==> src/rtl/tune_sequencer.sv <==
// tune_sequencer: slews the NCO phase increment toward a SPI-supplied target in
// bounded steps, one step per audio sample tick, and owns the 3-bit receiver gain.
// Build option: define TUNE_SEQ_AGC_EN to build the envelope-driven AGC loop; when
// it is undefined, gain is purely manual (cfg_gain loaded on cfg_valid).
`timescale 1ns/1ps
module tune_sequencer #(
    parameter logic [19:0] STEP         = 20'd256,
    parameter int          SETTLE_TICKS = 8,
    parameter logic [7:0]  AGC_HI       = 8'd200,
    parameter logic [7:0]  AGC_LO       = 8'd40,
    parameter int          AGC_HOLD     = 4
) (
    input  logic        CLK,
    input  logic        RSTb,
    input  logic        cfg_valid,
    input  logic [19:0] cfg_phase_inc,
    input  logic [2:0]  cfg_gain,
    input  logic        cfg_agc,
    input  logic        tick,
    input  logic [7:0]  env_level,
    output logic [19:0] phase_inc,
    output logic [2:0]  gain,
    output logic        busy
);

    localparam logic [1:0]  IDLE      = 2'd0;
    localparam logic [1:0]  RAMP      = 2'd1;
    localparam logic [1:0]  SETTLE    = 2'd2;
    localparam logic [19:0] PHASE_RST = 20'h2735;
    localparam logic [2:0]  GAIN_RST  = 3'd5;

    localparam int               SET_W    = (SETTLE_TICKS < 1) ? 1 : $clog2(SETTLE_TICKS + 1);
    localparam logic [SET_W-1:0] SET_INIT = SET_W'(SETTLE_TICKS);

    logic [1:0]       state_q, state_d;
    logic [19:0]      phase_q, phase_d;
    logic [19:0]      target_q, target_d;
    logic [2:0]       gain_q, gain_d;
    logic [SET_W-1:0] settle_q, settle_d;
    logic             busy_q;

`ifdef TUNE_SEQ_AGC_EN
    // Out-of-band counters only need to count to AGC_HOLD-1; reaching the hold
    // count steps the gain and clears the counter in the same tick.
    localparam int                HOLD_W    = (AGC_HOLD < 2) ? 1 : $clog2(AGC_HOLD);
    localparam logic [HOLD_W-1:0] HOLD_LAST = HOLD_W'(AGC_HOLD - 1);

    logic              agc_mode_q, agc_mode_d;
    logic [HOLD_W-1:0] hi_cnt_q, hi_cnt_d;
    logic [HOLD_W-1:0] lo_cnt_q, lo_cnt_d;

    function automatic logic [2:0] gain_step(input logic [2:0] g, input logic up);
        if (up) return (g == 3'd7) ? g : g + 3'd1;
        else    return (g == 3'd0) ? g : g - 3'd1;
    endfunction
`else
    // AGC-only inputs have no consumer in the manual-gain build.
    logic unused_agc_inputs;
    assign unused_agc_inputs = ^{cfg_agc, env_level};
`endif

    // One bounded move toward the target; lands exactly when within STEP, so
    // there is never an overshoot and the comparison never wraps.
    function automatic logic [19:0] ramp_step(input logic [19:0] cur, input logic [19:0] tgt);
        if (tgt >= cur) return ((tgt - cur) <= STEP) ? tgt : cur + STEP;
        else            return ((cur - tgt) <= STEP) ? tgt : cur - STEP;
    endfunction

    // Next-state logic: configuration has priority over a coincident tick.
    always_comb begin
        state_d  = state_q;
        phase_d  = phase_q;
        target_d = target_q;
        gain_d   = gain_q;
        settle_d = settle_q;
`ifdef TUNE_SEQ_AGC_EN
        agc_mode_d = agc_mode_q;
        hi_cnt_d   = hi_cnt_q;
        lo_cnt_d   = lo_cnt_q;
`endif
        if (cfg_valid) begin
            target_d = cfg_phase_inc;
            state_d  = RAMP;
            settle_d = '0;
`ifdef TUNE_SEQ_AGC_EN
            agc_mode_d = cfg_agc;
            hi_cnt_d   = '0;
            lo_cnt_d   = '0;
            if (!cfg_agc) gain_d = cfg_gain;
`else
            gain_d = cfg_gain;
`endif
        end else if (tick) begin
            case (state_q)
                RAMP: begin
                    phase_d = ramp_step(phase_q, target_q);
                    if (phase_d == target_q) begin
                        state_d  = SETTLE;
                        settle_d = SET_INIT;
                    end
                end
                SETTLE: begin
                    if (settle_q <= SET_W'(1)) begin
                        settle_d = '0;
                        state_d  = IDLE;
                    end else begin
                        settle_d = settle_q - SET_W'(1);
                    end
                end
                IDLE: begin
`ifdef TUNE_SEQ_AGC_EN
                    // AGC runs only while idle so gain never moves mid-retune.
                    if (agc_mode_q) begin
                        if (env_level > AGC_HI) begin
                            lo_cnt_d = '0;
                            if (hi_cnt_q == HOLD_LAST) begin
                                hi_cnt_d = '0;
                                gain_d   = gain_step(gain_q, 1'b0);
                            end else begin
                                hi_cnt_d = hi_cnt_q + HOLD_W'(1);
                            end
                        end else if (env_level < AGC_LO) begin
                            hi_cnt_d = '0;
                            if (lo_cnt_q == HOLD_LAST) begin
                                lo_cnt_d = '0;
                                gain_d   = gain_step(gain_q, 1'b1);
                            end else begin
                                lo_cnt_d = lo_cnt_q + HOLD_W'(1);
                            end
                        end else begin
                            hi_cnt_d = '0;
                            lo_cnt_d = '0;
                        end
                    end
`endif
                end
                default: state_d = IDLE;
            endcase
        end
    end

    // State and output registers; busy is a registered decode of the next state.
    always_ff @(posedge CLK) begin
        if (!RSTb) begin
            state_q  <= IDLE;
            phase_q  <= PHASE_RST;
            target_q <= PHASE_RST;
            gain_q   <= GAIN_RST;
            settle_q <= '0;
            busy_q   <= 1'b0;
        end else begin
            state_q  <= state_d;
            phase_q  <= phase_d;
            target_q <= target_d;
            gain_q   <= gain_d;
            settle_q <= settle_d;
            busy_q   <= (state_d != IDLE);
        end
    end

`ifdef TUNE_SEQ_AGC_EN
    // AGC mode flag and out-of-band hold counters.
    always_ff @(posedge CLK) begin
        if (!RSTb) begin
            agc_mode_q <= 1'b0;
            hi_cnt_q   <= '0;
            lo_cnt_q   <= '0;
        end else begin
            agc_mode_q <= agc_mode_d;
            hi_cnt_q   <= hi_cnt_d;
            lo_cnt_q   <= lo_cnt_d;
        end
    end
`endif

    assign phase_inc = phase_q;
    assign gain      = gain_q;
    assign busy      = busy_q;

endmodule
==> config.mk <==
export PLATFORM = sky130hd
export DESIGN_NAME = tune_sequencer
export DESIGN_NICKNAME = d
export VERILOG_FILES = /design/src/rtl/tune_sequencer.sv
export SDC_FILE = /design/constraint.sdc
export NUM_CORES = 1
export LEC_CHECK = 0
export ABC_AREA = 1
export CAP_MARGIN = 0
export CORE_UTILIZATION = 64
export CTS_BUF_LIST = sky130_fd_sc_hd__clkbuf_4 sky130_fd_sc_hd__clkbuf_8 sky130_fd_sc_hd__clkbuf_16
export DETAILED_ROUTE_END_ITERATION = 8
export PLACE_DENSITY = 0.95
export SYNTH_ARGS = -nofsm -noshare
export SYNTH_HDL_FRONTEND = slang
export SYNTH_SLANG_ARGS = --single-unit
export TNS_END_PERCENT = 50
==> constraint.sdc <==
create_clock -name CLK -period 7.7 [get_ports CLK]
set_input_delay 1.54 -clock CLK [delete_from_list [all_inputs] [get_ports CLK]]
set_output_delay 1.54 -clock CLK [all_outputs]
set_load 0.005 [all_outputs]
* Yosys cells after proc, flatten, opt, wreduce, memory -nomap -nowiden
Index checks and enable logic that the tools add are counted.
Cells by class: add/subtract/negate cells 5, magnitude comparators 4, equal/unequal tests 4, muxes and demuxes 14, bitwise operators 2, reduce and logical (&&, ||, !) cells 6
Operators with widths (number):
- 20-bit 2-to-1 mux | 6
- 20-bit by 9-bit less-or-equal comparator with 1-bit output (second input constant) | 2
- 20-bit subtractor | 2
- 20-bit by 9-bit adder with 20-bit output (second input constant) | 1
- 20-bit equality test | 1
- 20-bit >= comparator | 1
- 20-bit by 9-bit subtractor with 20-bit output (second input constant) | 1
- 2-bit 2-to-1 mux | 4
- 4-bit 2-to-1 mux | 2
- 4-bit case mux with 2 select lines | 1
- 2-bit case mux with 3 select lines | 1
- 3-bit AND reduction | 2
- 4-bit by 1-bit less-or-equal comparator with 1-bit output (second input constant) | 1
- 2-bit nonzero test | 2
- 4-bit by 1-bit subtractor with 4-bit output (second input constant) | 1
- 2-bit by 1-bit equality test with 1-bit output (second input constant) | 1
- 2-bit equality test (second input constant) | 1
- 2-bit zero test | 1
- 2-bit != test (second input constant) | 1
- 1-bit NOT | 2
- 2-bit OR reduction | 1
Word-level totals: flip-flop bits (word level) 50, output and inout port bits 24

* Depth between registers and ports, before layout
Gate-level depths: netlist (run 1).
depth after elaboration 13, mapped depth 32, gate-level depth less buffers 31

* Least setup slack after synthesis (run 1)
OpenSTA, ideal clock, no wires.
path type reg2reg, start reg phase_q[15], in the netlist phase_inc[15], end reg settle_q[0], library setup time 0.115 ns, data arrival time 3.199 ns, required time 7.585 ns, setup slack 4.386 ns, stages on the path, launching flop included 28, path buffers 2, period minus slack after synthesis 3.314 ns, path through dfxtp_1 > clkinv_1 > ha_1 > buf_2 > nand2_1 > nor2_1 > nand2_1 > nor2_1 > nand2_1 > nand3_1 > nand2_1 > nand2_1 > nand3_1 > nor2_8 > nand2_4 > buf_6 > nand2_1 > nand3_1 > nand2_1 > nand2_1 > nand2_1 > nand2_1 > nor2_1 > nand2_1 > nor2_2 > nand3_2 > a21oi_1 > nor2_1
Between the ends: word-level cells in the longest chain between the ends 10, elaborated cells between the ends (all ways) 16, classes of those cells add/sub: 4; order compare: 3; eq/ne: 2; mux: 6; reduce/logical: 1
Ends and longest elaborated chain:
- from (decl) | line 36 | logic [19:0] phase_q, phase_d;
- from (signal assigned) | line 153 | phase_q <= phase_d;
- 20-bit subtractor, on equally long branches | line 66, 65
- 20-bit by 9-bit less-or-equal comparator with 1-bit output, on equally long branches | line 66, 65
- 20-bit 2-to-1 mux, on equally long branches | line 66, 65
- 20-bit 2-to-1 mux (*) | line 65 | if (tgt >= cur) return ((tgt - cur) <= STEP) ? tgt : cur + STEP;
- 20-bit 2-to-1 mux (*) | line 94 | case (state_q)
- 20-bit 2-to-1 mux (*) | line 93 | end else if (tick) begin
- 20-bit 2-to-1 mux (*) | line 81 | if (cfg_valid) begin
- 20-bit equality test (*) | line 97 | if (phase_d == target_q) begin
- 2-bit != test (no line) (*)
- 3-bit AND reduction (no line) (*)
- to (signal assigned) | line 156 | settle_q <= settle_d;
- to (decl) | line 39 | logic [SET_W-1:0] settle_q, settle_d;
Every way passes the cells marked *; elsewhere a longest branch is shown, timed or not. The select of a mux whose other input is x is not followed. A chain may end at the register's enable or synchronous reset.

* Final worst setup path (run 1)
Ends and elaborated chain as after synthesis.

==> results.md, run 1 <==
- Status: finished, final reports clean
- Synthesized flop and latch total: 50
- Ant diodes: 0
- Synth warnings: 0
- DPL Wire Length: 14100 um
- Top cell type's share of synthesized area: 22.4%
- Worst-path maximum fanout: 31
- Per-cell routed wire length: 14.7 um
- Slew headroom: 29.2%
- DRT Pass-1 Iters: 6
- Post-layout util: 73.8%
- Startpoint types: register
- Largest family of logic cells by synthesized area: simple AND/OR/NAND/NOR gates
- Max-cap violations: 0
- Synthesized-area fraction occupied by adder cells: 8.49%
- Via Count: 7577
- Sw power: 0.486 mW
- # DRC: 0
- Multi-input gate area: 0.00450 mm^2
- Cell-internal power: 0.530 mW
- Initial core utilization: 67.3%
- HP Class: reg -> reg
- Post-synthesis net count: 1223
- Switching Share: 47.8%
- Fin. max-slew vios: 0
- CP Class: reg -> reg
- Peak supply drop: 109 uV
- Synth Area in Compound Gates: 9.94%
- Post-synthesis cell type count: 37
- Placement row count: 35
- Xor and xnor area share after synthesis: 2.77%
- Final wirelength: 19000 um
- H-tree levels: 2
- Mapped Cells: 1144
- Final TNS setup: 0 ns
- Area contributors post-synth: nand2_1 22%, nand3_1 16%, dfxtp_1 16%, inv_1 9.4%, ha_1 8.5%
- CTS Hold Bufs: 0
- Asr flop ratio synth: 0%
- EDFF count, synth: 0
- Total GRT Usage: 38.3%
- Mux contribution to synthesized area: 0%
- Shortest period the worst path allows: 4.99 ns
- Overall power: 1.02 mW
- Leakage: 3.82 nW
- Final period utilization: 64.8%
- Clock Tree Root: clkbuf_8
- Initial antenna violation count: 0
- Die area: 0.0103 mm^2
- Setup Skew: 0.00794 ns
- Port buffer count: 50
- Synth Area in Simple Gates: 49.7%
- Routed wl met3: 2090 um
- Post-route cell area: 0.00695 mm^2
- Worst-skew pair later-pin latency: 0.32 ns
- Met2 wire len: 8450 um
- Clock share of power: 17.3%
- Worst Path Required: 7.92 ns
- Top Layer Used: met4
- Sequential-to-total area share from yosys stat: 15.8%
- CTS Sinks: 50
- Vias per inst: 5.83
- Fin. Hold Viols: 0
- Share of layout cells above drive strength 1: 5.21%
- Grt total ovfl: 0
- Post-synth top area cell: nand2_1
- Post-CTS Setup Bufs: 0
- NumNets Final: 1248
- Max Fclk: 200 MHz
- Cell area after synthesis: 0.00633 mm^2
- DRT met1 WL: 7880 um
- Area after DPL: 0.00685 mm^2
- Register area: 0.00100 mm^2
- Final setup viols: 0
- Total core area: 0.00942 mm^2
- Number of global-route vias before repair: 6764
- Num ports: 60
- Worst Path Arrival: 5.21 ns
- GP Congestion: 0.982
- PD cells: 146 mW/mm^2
- Starting DRC count in detailed routing: 745
- CTS tree: done
- Die H: 101 um
- RSZ-0062 raised after global routing: false
- Commonest non-fill, non-tap cell in the layout: nand2_1
- Synthesized area per cell: 5.54 um^2
- Die width: 101 um
- ANT nets after route: 0
- Most used DFF post-synth: dfxtp_1
- Post-CTS sizing: 0
- Combinational Power Share: 53.8%
- Sequential power share: 28.9%
- Crit end category: register
- Largest net degree at the start of global routing: 34
- Area delta synth->final: 9.66%
- First-pass GRT wire length: 31300 um
- CTS Buffer Depth: 2
- Slew @ Worst Pin: 1.06 ns
- Fillcell total: 814
- CTS buffer count: 5
- Clk slew on worst S/H paths: 0.11 ns
- Commonest cells after routing, fill and taps aside: 378 x nand2_1, 204 x nand3_1, 158 x inv_1
-- path summary, 6_finish.rpt --
path	endpoint	startpoint	depth (start not counted)	slack (ns)
min	gain[2]	gain[2]	2	0.47
max	settle_q[0]	phase_inc[15]	24	2.71
min reg2reg	gain[2]	gain[2]	2	0.47
max reg2reg	settle_q[0]	phase_inc[15]	24	2.71
-- routing by layer --
layer  vias up  global-route usage (%)
li1       3722                       -
met2       459                    61.6
met4         0                    18.8
met3        69                    7.11
met1      3327                    49.4
met5         -                       0
-- worst max-delay path, stage by stage (launching register included) --
cell and delay [ns]:
dfxtp_1 0.49, clkinv_1 0.31, ha_1 0.54, nand2_1 0.17, nor2_1 0.13, inv_1 0.08, nor2_2 0.13, nand2_1 0.11
nand2_1 0.12, a41oi_1 0.09, nor2_1 0.16, nor2_2 0.04, buf_4 0.25, inv_1 0.82, nand3_1 0.28, nand2_1 0.20
nand2_1 0.08, nand2_1 0.06, nand3_1 0.09, nor2_1 0.15, nand2_1 0.08, nor2_2 0.14, nand3_2 0.14, a21oi_1 0.17
nor2_1 0.06
-- through the flow --
step                      setup slack [ns]  instances  hold WS [ns]
after floorplan                       4.39       1144         0.453
after global routing                  2.38       1299         0.504
after CTS                             2.89       1299         0.475
final                                 2.71       1299         0.474
after global placement                3.00       1291         0.445
after detailed placement              2.95       1291         0.446
-- sequential cells by signal, indices dropped and copies added (netlist names) --
signal and cells:
state_q 2, target_q 20, phase_inc 20, settle_q 4
busy 1, gain 3
-- power by group through the flow --
stage                     sequential (mW)  clock [mW]  combinational, mW
final                               0.294       0.176              0.546
after global routing                0.295       0.183              0.611
after CTS                           0.292       0.173              0.529
after detailed placement            0.298           0              0.526
after global placement              0.298           0              0.516
after floorplan                     0.293           0              0.402
-- layout make-up --
type | instances | area share [%]
timing repair buffer | 54 | 7.64
inverter | 175 | 9.46
multi-input combinational | 883 | 64.7
tap | 129 | 2.32
clock buffer | 6 | 1.19
clock inverter | 2 | 0.234
sequential | 50 | 14.4
-- logic make-up after synthesis --
kind of cell,after synthesis
AOI/OAI and AO/OA,113
and+or+nand+nor,707
xor gates and xnor gates,20
DFF,50
buffers and inverters,211
adders and majority gates,43
-- synth_stat cells (3+ instances only) --
| cell | instances |
|---|---|
| a21oi_1 | 54 |
| buf_2 | 14 |
| buf_4 | 5 |
| clkbuf_1 | 15 |
| dfxtp_1 | 50 |
| ha_1 | 43 |
| inv_1 | 158 |
| inv_2 | 15 |
| nand2_1 | 378 |
| nand2_2 | 7 |
| nand3_1 | 204 |
| nand3_2 | 7 |
| nand4_1 | 19 |
| nor2_1 | 65 |
| nor2_2 | 5 |
| nor2_4 | 4 |
| nor3_1 | 8 |
| nor3_2 | 3 |
| o211ai_1 | 17 |
| o21ai_0 | 33 |
| xor2_1 | 18 |
(Power assumes the default switching activity.)
==> inputs of run 2 (changes only) <==
Settings changed: CORE_UTILIZATION 64 to 60, PLACE_DENSITY 0.95 to 0.9.
Clock period 7.7 ns to 4.7 ns, I/O delays scaled along.
==> run 2 against run 1 <==
Effect of this change: sequential power rose by 63%; global-route usage is 3.1 points lower; fmax grew 16%; critical path type unchanged.
==> results.md, run 2 (same netlist as run 1, synthesis figures left out) <==
- Final setup viols: 0
- Family with the most delay on the worst path: simple AND/OR/NAND/NOR gates
- CTS tree: done
- Status: finished, final reports clean
- NumNets Final: 1259
- Shortest period the worst path allows: 4.30 ns
- Clock Tree Root: clkbuf_8
- First-pass GRT wire length: 31400 um
- Grt total ovfl: 0
- DPL Wire Length: 14600 um
- Worst Path Required: 4.91 ns
- Via Count: 7521
- Placement row count: 37
- Slowest-stage cell, CP: dfxtp_1
- Leakage: 3.87 nW
- CP max stage delay: 0.57 ns
- HP Class: reg -> reg
- Worst hold stages: 2
- Post-CTS sizing: 0
- Final period utilization: 91.5%
- Die area: 0.0110 mm^2
- PD cells: 234 mW/mm^2
- Initial core utilization: 61.6%
- Worst Path Arrival: 4.51 ns
- Num ports: 60
- Clk slew on worst S/H paths: 0.10 ns
- CTS Buffer Depth: 2
- Fin. Hold Viols: 0
- Peak supply drop: 237 uV
- Fin. max-slew vios: 0
- Setup ws final: 0.398 ns
- Slew @ Worst Pin: 0.551 ns
- R2R depth: 23
- Worst-path maximum fanout: 30
- Commonest cells after routing, fill and taps aside: 378 x nand2_1, 204 x nand3_1, 158 x inv_1
- DRT Pass-1 Iters: 7
- Crit end category: register
- Setup Skew: 0.0136 ns
- ANT nets after route: 0
- Max Fclk: 232 MHz
- Largest net degree at the start of global routing: 34
- Final wirelength: 19000 um
- H-tree levels: 2
- CTS Sinks: 50
- Per-cell routed wire length: 14.4 um
- # DRC: 0
- Pre-CTS WS: 0.650 ns
- Port buffer count: 50
- CP Class: reg -> reg
- Area delta synth->final: 10.8%
- Die H: 105 um
- CTS Hold Bufs: 0
- RSZ-0062 raised after global routing: false
- Initial antenna violation count: 0
- CTS buffer count: 5
- Share of layout cells above drive strength 1: 5.94%
- Number of global-route vias before repair: 6700
- Starting DRC count in detailed routing: 807
- Slew headroom: 63.3%
- Total GRT Usage: 35.3%
- Startpoint types: register
- Overall power: 1.64 mW
- Ant diodes: 0
- Post-CTS Setup Bufs: 0
- Commonest non-fill, non-tap cell in the layout: nand2_1
- Die width: 105 um
- Worst-skew pair later-pin latency: 0.32 ns
- Final TNS setup: 0 ns
- Vias per inst: 5.72
- Stages on worst setup path: 23
- Critical Path Most Common Cell: nand2_1
- GP Congestion: 0.969
- Fillcell total: 995
- CP bufs+invs: 3
- Total core area: 0.0103 mm^2
- Max-cap violations: 0
- CP Cell Sequence: inv_1 > ha_1 > nand2_1 > inv_2 > a21oi_1 > nor2_1 > nor2_1 > nand2_1 > a41oi_1 > nor2_1 > nor2_2 > buf_4 > nand3_1 > nand2_1 > nand2_1 > nand2_1 > nand3_1 > nor2_1 > nand2_1 > nor2_2 > nand3_2 > a21oi_1 > nor2_1
-- run 2: changes by cell type in the layout (fill, tap and decap cells not counted) --
cell,before,now
inv_6,1,0
clkinvlp_4,1,0
buf_4,4,15
-- run 2: worst reg2reg max path: cells and delay by family (launching register included) --
kind            cells  cell delay [ns]
compound gates      3             0.70
fa+ha+maj           1             0.42
buf+inv             3             0.58
flops               1             0.57
simple gates       16             1.93
-- run 2: report_power, final --
part / total (mW) / internal, mW / leakage, nW / switching [mW]
logic: 0.903 / 0.308 / 3.42 / 0.596
clock network: 0.260 / 0.114 / 0.0431 / 0.146
registers: 0.480 / 0.448 / 0.412 / 0.0322
total: 1.64 / 0.869 / 3.87 / 0.774
-- run 2: per-stage QoR --
stage / area, um^2 / hold WS [ns] / instances / util, %
3_5_place_dp: 6940 / 0.456 / 1309 / 67.5
3_3_place_gp: 6940 / 0.448 / 1309 / 67.5
6_report: 7020 / 0.475 / 1315 / 68.3
5_1_grt: 7020 / 0.520 / 1315 / 68.3
4_1_cts: 7020 / 0.484 / 1315 / 68.3
2_1_floorplan: 6330 / 0.453 / 1144 / -
-- run 2: layout make-up --
cell class | instances | area, um^2 | share of cell area (%)
repair buffers | 65 | 613 | 8.73
clock buffers | 6 | 82.6 | 1.18
well taps | 136 | 170 | 2.42
flip-flops and latches | 50 | 1000 | 14.3
multi-input cells | 883 | 4500 | 64.1
inverters | 175 | 657 | 9.36
-- run 2: worst paths after layout --
check | slack (ns) | from | endpoint
max | 0.40 | phase_inc[10] | settle_q[2]
min | 0.47 | gain[0] | gain[0]
max reg2reg | 0.40 | phase_inc[10] | settle_q[2]
min reg2reg | 0.47 | gain[0] | gain[0]
-- run 2: metal layers --
metal  vias to the layer above  global-route usage [%]  wire, um
met5                         -                       0         0
met4                         0                    16.4       789
met3                        68                    5.61      1840
met2                       403                    56.6      8310
met1                      3310                    46.2      8050
li1                       3740                       -         -
